===== src/rtl/sprite_compositor.sv =====
// rtl/sprite_compositor.sv - keyed sprite and obstacle overlay with per-frame collision flags
module sprite_compositor #(
  parameter int          NUM_SPRITES = 2,
  parameter int          SPRITE_DIM  = 24,
  parameter int          COORD_W     = 10,
  parameter int          ADDR_W      = 10,
  parameter int          ROM_LAT     = 1,
  parameter logic [11:0] KEY_RGB     = 12'hF0F,
  parameter int          OBS_HW      = 20,
  parameter int          OBS_HH      = 12
) (
  input  logic                           Clk,
  input  logic                           reset_n,
  input  logic [COORD_W-1:0]             DrawX,
  input  logic [COORD_W-1:0]             DrawY,
  input  logic                           blank,
  input  logic                           frame_start,
  input  logic [NUM_SPRITES*COORD_W-1:0] sprite_x,
  input  logic [NUM_SPRITES*COORD_W-1:0] sprite_y,
  input  logic [NUM_SPRITES-1:0]         sprite_en,
  input  logic [2*COORD_W-1:0]           obs_xy,
  input  logic                           obs_en,
  output logic [NUM_SPRITES*ADDR_W-1:0]  rom_addr,
  input  logic [NUM_SPRITES*12-1:0]      rom_rgb,
  input  logic [11:0]                    bg_rgb,
  output logic [3:0]                     red,
  output logic [3:0]                     green,
  output logic [3:0]                     blue,
  output logic [NUM_SPRITES-1:0]         coll_frame,
  output logic [NUM_SPRITES-1:0]         obs_frame
);

  // Two extra bits give a sign and headroom so offsets near 0 or the right edge never wrap.
  localparam int CW = COORD_W + 2;
  localparam int H  = SPRITE_DIM / 2;
  localparam logic signed [CW-1:0] SPR_LO = CW'(-H);
  localparam logic signed [CW-1:0] SPR_HI = CW'(H - 1);
  localparam logic signed [CW-1:0] OBS_XLO = CW'(-OBS_HW);
  localparam logic signed [CW-1:0] OBS_XHI = CW'(OBS_HW);
  localparam logic signed [CW-1:0] OBS_YLO = CW'(-OBS_HH);
  localparam logic signed [CW-1:0] OBS_YHI = CW'(OBS_HH);

  logic signed [CW-1:0]   px, py, odx, ody;
  logic [NUM_SPRITES-1:0] hit, opaque, coll_set, obs_set;
  logic                   obs_hit;

  logic                   blank_pipe [ROM_LAT];
  logic                   obs_pipe   [ROM_LAT];
  logic [NUM_SPRITES-1:0] hit_pipe   [ROM_LAT];
  logic                   blank_a, obs_a;
  logic [NUM_SPRITES-1:0] hit_a;

  logic [NUM_SPRITES-1:0] coll_acc, obs_acc;
  logic [11:0]            pix;

  assign px = $signed({2'b00, DrawX});
  assign py = $signed({2'b00, DrawY});

  assign blank_a = blank_pipe[ROM_LAT-1];
  assign obs_a   = obs_pipe[ROM_LAT-1];
  assign hit_a   = hit_pipe[ROM_LAT-1];

  genvar g;
  generate
    for (g = 0; g < NUM_SPRITES; g++) begin : g_sprite
      localparam logic [NUM_SPRITES-1:0] SELF = NUM_SPRITES'(1) << g;
      logic signed [CW-1:0] dx, dy;
      logic [ADDR_W-1:0]    col, row;

      assign dx = px - $signed({2'b00, sprite_x[g*COORD_W +: COORD_W]});
      assign dy = py - $signed({2'b00, sprite_y[g*COORD_W +: COORD_W]});
      assign hit[g] = sprite_en[g] && (dx >= SPR_LO) && (dx <= SPR_HI)
                                   && (dy >= SPR_LO) && (dy <= SPR_HI);
      assign col = ADDR_W'(dx - SPR_LO);
      assign row = ADDR_W'(dy - SPR_LO);
      assign rom_addr[g*ADDR_W +: ADDR_W] = hit[g] ? (col + row * ADDR_W'(SPRITE_DIM)) : '0;

      assign opaque[g]   = hit_a[g] && (rom_rgb[g*12 +: 12] != KEY_RGB);
      assign coll_set[g] = blank_a && opaque[g] && ((opaque & ~SELF) != '0);
      assign obs_set[g]  = blank_a && opaque[g] && obs_a;
    end
  endgenerate

  assign odx = px - $signed({2'b00, obs_xy[2*COORD_W-1 -: COORD_W]});
  assign ody = py - $signed({2'b00, obs_xy[COORD_W-1:0]});
  assign obs_hit = obs_en && (odx >= OBS_XLO) && (odx <= OBS_XHI)
                          && (ody >= OBS_YLO) && (ody <= OBS_YHI);

  // Raster-side qualifiers ride alongside the ROM/background latency.
  always_ff @(posedge Clk or negedge reset_n) begin
    if (!reset_n) begin
      for (int i = 0; i < ROM_LAT; i++) begin
        blank_pipe[i] <= 1'b0;
        obs_pipe[i]   <= 1'b0;
        hit_pipe[i]   <= '0;
      end
    end else begin
      blank_pipe[0] <= blank;
      obs_pipe[0]   <= obs_hit;
      hit_pipe[0]   <= hit;
      for (int i = 1; i < ROM_LAT; i++) begin
        blank_pipe[i] <= blank_pipe[i-1];
        obs_pipe[i]   <= obs_pipe[i-1];
        hit_pipe[i]   <= hit_pipe[i-1];
      end
    end
  end

  // Scanning from the highest index down lets the lowest-index opaque sprite win.
  always_comb begin
    pix = bg_rgb;
    for (int i = NUM_SPRITES - 1; i >= 0; i--) begin
      if (opaque[i]) pix = rom_rgb[i*12 +: 12];
    end
    if (!blank_a || obs_a) pix = 12'h000;
  end

  always_ff @(posedge Clk or negedge reset_n) begin
    if (!reset_n) begin
      red        <= 4'h0;
      green      <= 4'h0;
      blue       <= 4'h0;
      coll_acc   <= '0;
      obs_acc    <= '0;
      coll_frame <= '0;
      obs_frame  <= '0;
    end else begin
      {red, green, blue} <= pix;
      if (frame_start) begin
        coll_frame <= coll_acc;
        obs_frame  <= obs_acc;
        coll_acc   <= coll_set;
        obs_acc    <= obs_set;
      end else begin
        coll_acc   <= coll_acc | coll_set;
        obs_acc    <= obs_acc | obs_set;
      end
    end
  end

endmodule


===== config.mk =====
export PLATFORM = sky130hd
export DESIGN_NAME = sprite_compositor
export DESIGN_NICKNAME = d
export VERILOG_FILES = /design/src/rtl/sprite_compositor.sv
export SDC_FILE = /design/constraint.sdc
export NUM_CORES = 1
export LEC_CHECK = 0
export CELL_PAD_IN_SITES_DETAIL_PLACEMENT = 0
export CELL_PAD_IN_SITES_GLOBAL_PLACEMENT = 1
export CORE_MARGIN = 5
export CORE_UTILIZATION = 25
export CTS_CLUSTER_DIAMETER = 30
export DETAILED_ROUTE_END_ITERATION = 10
export PLACE_DENSITY_LB_ADDON = 0.1
export SETUP_SLACK_MARGIN = 0.5
export SLEW_MARGIN = 20
export SYNTH_ARGS = -nofsm -noshare
export SYNTH_HDL_FRONTEND = slang
export SYNTH_SLANG_ARGS = --single-unit
export TNS_END_PERCENT = 100

===== constraint.sdc =====
create_clock -name Clk -period 8.8 [get_ports Clk]
set_input_delay 1.76 -clock Clk [delete_from_list [all_inputs] [get_ports Clk]]
set_output_delay 1.76 -clock Clk [all_outputs]
set_load 0.05 [all_outputs]

==> impl_metrics.env, run 1 <==
export IMPL_final_hold_violation_count=0
export IMPL_ys_async_sr_fraction_pct=100
export IMPL_cts_reportedPaths_clkPinSlew_ps=60
export IMPL_synth_most_common_cell="ha_1"
export IMPL_num_rows=54
export IMPL_vias=5418
export IMPL_drv_cap=0
export IMPL_cp_arrival_ps=6330
export IMPL_period_share_pct=92.0
export IMPL_end_kind="output port"
export IMPL_synthCells=689
export IMPL_overflow=0
export IMPL_period_needed_ps=8090
export IMPL_synth_warnings=0
export IMPL_antenna_found_initial=1
export IMPL_worstMarginPinSlew_ps=987
export IMPL_ios=159
export IMPL_syn_avg_cell_area_um2=8.06
export IMPL_hold_class="register to register"
export IMPL_ys_seq_elements=24
export IMPL_netlist_top_cells_area="ha_1, dfrtp_1, inv_1, xnor2_1, nor2_1"
export IMPL_tritoncts="done"
export IMPL_cp_max_fo=6
export IMPL_n_antenna_cell=0
export IMPL_cts_buffers=3
export IMPL_worstPathRequired_ps=7040
export IMPL_yosysTopAreaCell="ha_1"
export IMPL_cts_sinks=24
export IMPL_portBuffers=158
export IMPL_dpl_cell_area_um2=7490
export IMPL_yosysSeqAreaShare_pct=10.8
export IMPL_startpoint_type="input pin"
export IMPL_routed_wirelength_um=18100
export IMPL_synth_area_um2=5550
export IMPL_synth_cell_types=79
export IMPL_die_w_um=159
export IMPL_clockRootBuffer="clkbuf_16"
export IMPL_ir_drop_mv=0.0813
export IMPL_die_height_um=159
export IMPL_yosys_top_cells_count="ha_1, inv_1, nor2_1, xnor2_1"
export IMPL_initial_core_util_pct=25.4
export IMPL_antenna_left=0
export IMPL_final_core_utilization_pct=35.9
export IMPL_gp_congestion=0.792
export IMPL_route_detailed_drc=0
export IMPL_skew_ps=2.68
export IMPL_drive_above_1_share_pct=8.45
export IMPL_track_usage_pct=13.6
export IMPL_drt_iter0_markers=217
export IMPL_grt_pass1_wl_um=28900
export IMPL_fp_coreArea_um2=21800
export IMPL_hold_worst_slack_ps=508
export IMPL_synth_edf_count=0
export IMPL_wire_per_inst_um=16.0
export IMPL_status="finished clean"
export IMPL_fin_setup_tns_ps=0
export IMPL_p_leak_nw=3.61
export IMPL_place_hpwl_um=15800
export IMPL_synth_top_cell_area_share_pct=23.0
export IMPL_ys_flop_type="dfrtp_1"
export IMPL_viasPerCell=4.79
export IMPL_htreeDepth=1
export IMPL_fillerInstances=2270
export IMPL_critical_path_class="input pin to output port"
export IMPL_layout_nets=1088
export IMPL_grt_max_degree=25
export IMPL_postLayoutCellArea_um2=7840
export IMPL_ctsHoldBuffers=0
export IMPL_first_global_vias=5611
export IMPL_power_density_nw_per_um2=162
export IMPL_reg2reg_slack_ps=7230
export IMPL_clk_latency_ps=270
export IMPL_fmax_mhz=124
export IMPL_max_slew_margin_pct=34.2
export IMPL_setup_viol=0
export IMPL_rsz0062_at_grt="false"
export IMPL_die_area_um2=25300
export IMPL_synth_nets=924
export IMPL_slew_viol_final=0
export IMPL_clockBufferDepth=2
export IMPL_layout_area_overhead_vs_synth_pct=41.3
export IMPL_dr_pass1_iters=4
[power breakdown]
part | internal (mW) | switching (mW) | leakage (nW)
Clock | 0.0906 | 0.0427 | 0.0511
Sequential | 0.113 | 0.000895 | 0.320
Combinational | 0.515 | 0.507 | 3.24
[sequential cells by signal, indices dropped and copies added (netlist names)]
register,flops
blue,4
green,4
red,4
coll_acc,2
coll_frame,2
hit_a,2
obs_acc,2
obs_frame,2
blank_a,1
obs_a,1
[layout by cell type (no fill, tap or decap), drive strengths merged, types with 6 or more instances in the layout]
| cell type | n |
|---|---|
| a2111oi | 6 |
| a211oi | 16 |
| a21o | 22 |
| a21oi | 31 |
| a311oi | 6 |
| and3 | 14 |
| buf | 14 |
| clkdlybuf4s50 | 153 |
| dfrtp | 24 |
| fa | 10 |
| ha | 102 |
| inv | 98 |
| mux2i | 14 |
| nand2 | 29 |
| nand2b | 9 |
| nand3 | 8 |
| nor2 | 57 |
| nor2b | 12 |
| nor3 | 21 |
| nor3b | 6 |
| o21a | 9 |
| o21ai | 22 |
| o21bai | 6 |
| o31ai | 8 |
| or3 | 7 |
| xnor2 | 38 |
| xor2 | 22 |
[final timing paths]
path | start | to | cells after the start
hold reg to reg | obs_acc[0] | obs_frame[0] | 1
max in group asynchronous | reset_n | red[0] | 1
hold / removal | obs_acc[0] | obs_frame[0] | 1
min in group asynchronous | reset_n | coll_frame[0] | 1
setup reg to reg | hit_a[0] | green[0] | 4
setup / recovery | DrawY[0] | rom_addr[19] | 21
[area by class of cell]
type,count,area [µm²],share of cell area [%]
inverters,98,368,4.69
multi-input cells,557,4740,60.5
clock inverters,1,30.0,0.383
well taps,280,350,4.47
flip-flops and latches,24,601,7.66
repair buffers,169,1680,21.4
clock buffers,3,75.1,0.957
[what timing repair did]
action,4_1_cts,5_1_grt
setup buffers,3,5
cloned,0,0
pin swaps,6,18
endpoints found under the setup margin,5,2
gates resized for setup,17,23
[cells by family after synthesis]
| logic type | after synthesis | synth area share, % |
|---|---|---|
| xor+xnor | 63 | 11.2 |
| simple gates | 197 | 18.8 |
| flops | 24 | 10.8 |
| fa+ha+maj | 112 | 26.6 |
| buf+inv | 108 | 7.46 |
| mux | 19 | 3.54 |
| compound gates | 166 | 21.6 |
[worst max-delay path: stages]
cell             delay, ps
clkdlybuf4s50_1        410
inv_2                   90
ha_1                   170
inv_1                   60
fa_2                   380
buf_4                  170
xor2_4                 180
buf_4                  170
fa_1                   530
inv_1                   40
ha_1                   280
ha_1                   350
a211oi_1               300
o21bai_1               110
a21oi_1                170
xnor2_1                160
xnor3_1                250
xnor3_1                230
xor2_1                 150
and3_1                 220
buf_12                 150
[metal layers]
layer  vias up  wire length, µm  track usage (%)
li1       2801                -                -
met3         9              698             1.89
met1      2477             8410             17.4
met5         -               11                0
met2       129             8800             24.6
met4         2              156             1.90
[per-stage QoR]
stage / std cells / setup slack, ps / power [mW]
after global routing: 1132 / 470 / 1.40
after detailed placement: 1120 / 50.0 / 1.09
after global placement: 1120 / 216 / 1.08
after CTS: 1127 / 502 / 1.25
after floorplan: 689 / 665 / 0.865
final: 1132 / 708 / 1.27
(Power assumes the default switching activity.)
==> inputs of run 2 (changes only) <==
--- a/config.mk
+++ b/config.mk
@@ -17,4 +17,3 @@
 export SYNTH_ARGS = -nofsm -noshare
 export SYNTH_HDL_FRONTEND = slang
 export SYNTH_SLANG_ARGS = --single-unit
-export TNS_END_PERCENT = 100
==> results of run 2 <==
Same layout as run 1: the final DEF is identical, and so are final timing and power.
==> inputs of run 3 (changes only) <==
--- a/config.mk
+++ b/config.mk
@@ -8,7 +8,8 @@
 export CELL_PAD_IN_SITES_DETAIL_PLACEMENT = 0
 export CELL_PAD_IN_SITES_GLOBAL_PLACEMENT = 1
 export CORE_MARGIN = 5
-export CORE_UTILIZATION = 25
+export CORE_UTILIZATION = 36
+export CTS_BUF_LIST = sky130_fd_sc_hd__clkbuf_8
 export CTS_CLUSTER_DIAMETER = 30
 export DETAILED_ROUTE_END_ITERATION = 10
 export PLACE_DENSITY_LB_ADDON = 0.1
==> run 3 against run 2 <==
  * Largest cell class unchanged
  * Count of clock-buffer cells in the layout unchanged
  * Routed wire length fell by 9.0%
  * Register-to-register slack better by 90 ps
  * Critical path depth increased by 1
  * Final area shrank 1.6%
  * Cell count is 7.9% lower
  * First-iteration DRC count is 1.8% lower
==> impl_metrics.env, run 3 (synthesis results as in run 1) <==
export IMPL_final_hold_violation_count=0
export IMPL_drv_cap=0
export IMPL_drive_above_1_share_pct=8.54
export IMPL_dr_pass1_iters=5
export IMPL_cts_reportedPaths_clkPinSlew_ps=80
export IMPL_hp_start="coll_frame[0]"
export IMPL_ir_drop_mv=0.0870
export IMPL_die_w_um=134
export IMPL_worstPathRequired_ps=7040
export IMPL_antenna_left=0
export IMPL_reg_top3="blue x4, green x4, red x4"
export IMPL_die_area_um2=18000
export IMPL_cts_buffers=3
export IMPL_hold_worst_slack_ps=517
export IMPL_setup_viol=0
export IMPL_multi_input_area_um2=4740
export IMPL_slew_viol_final=0
export IMPL_clockBufferDepth=2
export IMPL_hold_class="register to register"
export IMPL_fp_coreArea_um2=15100
export IMPL_cts_sinks=24
export IMPL_track_usage_pct=17.1
export IMPL_viasPerCell=5.25
export IMPL_worstMarginPinSlew_ps=860
export IMPL_clk_latency_ps=270
export IMPL_gp_congestion=0.868
export IMPL_rr_startpoint="hit_a[0]"
export IMPL_max_slew_margin_pct=42.7
export IMPL_antenna_found_initial=0
export IMPL_ios=159
export IMPL_status="finished clean"
export IMPL_layout_nets=1091
export IMPL_cp_max_fo=3
export IMPL_first_global_vias=5397
export IMPL_layout_area_overhead_vs_synth_pct=39.0
export IMPL_final_cell_mix="clkdlybuf4s50_1, inv_1, ha_1"
export IMPL_tritoncts="done"
export IMPL_regArea_um2=601
export IMPL_p_sw_mw=0.547
export IMPL_fmax_mhz=123
export IMPL_seqPwrFrac_pct=9.2
export IMPL_htreeDepth=1
export IMPL_r2r_cells=4
export IMPL_p_leak_nw=3.62
export IMPL_p_int_mw=0.698
export IMPL_grt_pass1_wl_um=25700
export IMPL_overflow=0
export IMPL_power_share_switching_pct=44.0
export IMPL_grt_max_degree=25
export IMPL_initial_core_util_pct=36.7
export IMPL_power_density_nw_per_um2=161
export IMPL_n_antenna_cell=0
export IMPL_rsz0062_at_grt="true"
export IMPL_critical_path_class="input pin to output port"
export IMPL_vias=5480
export IMPL_comb_power_share_pct=83.0
export IMPL_place_hpwl_um=14100
export IMPL_rr_endpoint="green[2]"
export IMPL_end_kind="output port"
export IMPL_ctsHoldBuffers=0
export IMPL_reg2reg_slack_ps=7320
export IMPL_wire_per_inst_um=15.8
export IMPL_period_share_pct=92.1
export IMPL_fin_setup_tns_ps=0
export IMPL_clockRootBuffer="clkbuf_8"
export IMPL_drt_iter0_markers=213
export IMPL_cp_arrival_ps=6350
export IMPL_fillerInstances=1459
export IMPL_routed_wirelength_um=16400
export IMPL_period_needed_ps=8110
export IMPL_layout_commonest_cell="clkdlybuf4s50_1"
export IMPL_min_path_cells=1
export IMPL_route_detailed_drc=0
export IMPL_p_clk_share_pct=7.8
export IMPL_startpoint_type="input pin"
export IMPL_skew_ps=3.68
export IMPL_die_height_um=134
export IMPL_num_rows=45
export IMPL_portBuffers=158
export IMPL_worst_hold_path_endpoint="coll_frame[0]"
## run 3: cell count changes in the layout (fill, tap and decap cells not counted), moves of 2 or more
cell,before,now
buf_4,11,14
clkbuf_8,0,3
clkbuf_16,3,0
ha_4,3,5
dlymetal6s2s_1,0,2
## run 3: timing repair
action / 4_1_cts / 5_1_grt
pin swaps: 2 / 14
resized for setup: 13 / 27
hold endpoints to repair: 0 / 0
endpoints found under the setup margin: 3 / 3
cloned: 0 / 0
buffers inserted: 2 / 8
## run 3: power by group through the flow
stage | Clock, mW | Combinational, mW | Sequential [mW]
floorplan | 0 | 0.738 | 0.127
global placement | 0 | 0.946 | 0.116
detailed placement | 0 | 0.966 | 0.116
CTS | 0.0997 | 0.986 | 0.114
global route | 0.105 | 1.15 | 0.115
finish | 0.0976 | 1.03 | 0.114
## run 3: layer usage
| layer | global-route usage, % | share of wire (%) |
|---|---|---|
| met4 | 3.34 | 1.5 |
| met5 | 0 | 0 |
| met3 | 1.84 | 4.6 |
| met1 | 21.8 | 45 |
| met2 | 31.1 | 49 |
## run 3: worst max-delay path, cell delays in order
cell and delay (ps):
clkdlybuf4s50_1 410, inv_2 90, ha_2 180, inv_1 60, fa_2 430, a211oi_4 260
nor2_2 80, xor2_2 210, xnor2_2 250, ha_4 240, xor2_1 160, ha_1 340
ha_4 300, o21ai_0 90, o21bai_1 200, a21oi_2 100, xnor2_2 190, xnor3_1 250
xnor3_1 230, xor2_1 160, and3_4 220, buf_12 130
## run 3: worst max path at each step
stage | slack, ps | endpoint | from
2_1_floorplan | 670 | rom_addr[9] | DrawY[0]
3_5_place_dp | 170 | rom_addr[9] | DrawY[0]
6_report | 690 | rom_addr[19] | DrawY[0]
3_3_place_gp | 270 | rom_addr[9] | DrawY[0]
4_1_cts | 480 | rom_addr[9] | DrawY[2]
5_1_grt | 410 | rom_addr[19] | DrawY[0]
## run 3: cell type report
class	count	share of cell area, %
repair buffers	172	22.1
flip-flops and latches	24	7.78
well taps	188	3.05
inverters	98	4.77
clock inverters	1	0.389
clock buffers	3	0.535
multi-input cells	557	61.4
## run 3: through the flow
stage / total power, mW / cell area (µm²) / util [%] / std cells / setup WS, ps
CTS: 1.20 / 7530 / 49.7 / 1035 / 478
detailed placement: 1.08 / 7380 / 48.7 / 1029 / 167
global placement: 1.06 / 7380 / 48.7 / 1029 / 271
finish: 1.25 / 7720 / 51.0 / 1043 / 695
floorplan: 0.865 / 5560 / - / 689 / 665
global route: 1.37 / 7720 / 51.0 / 1043 / 410
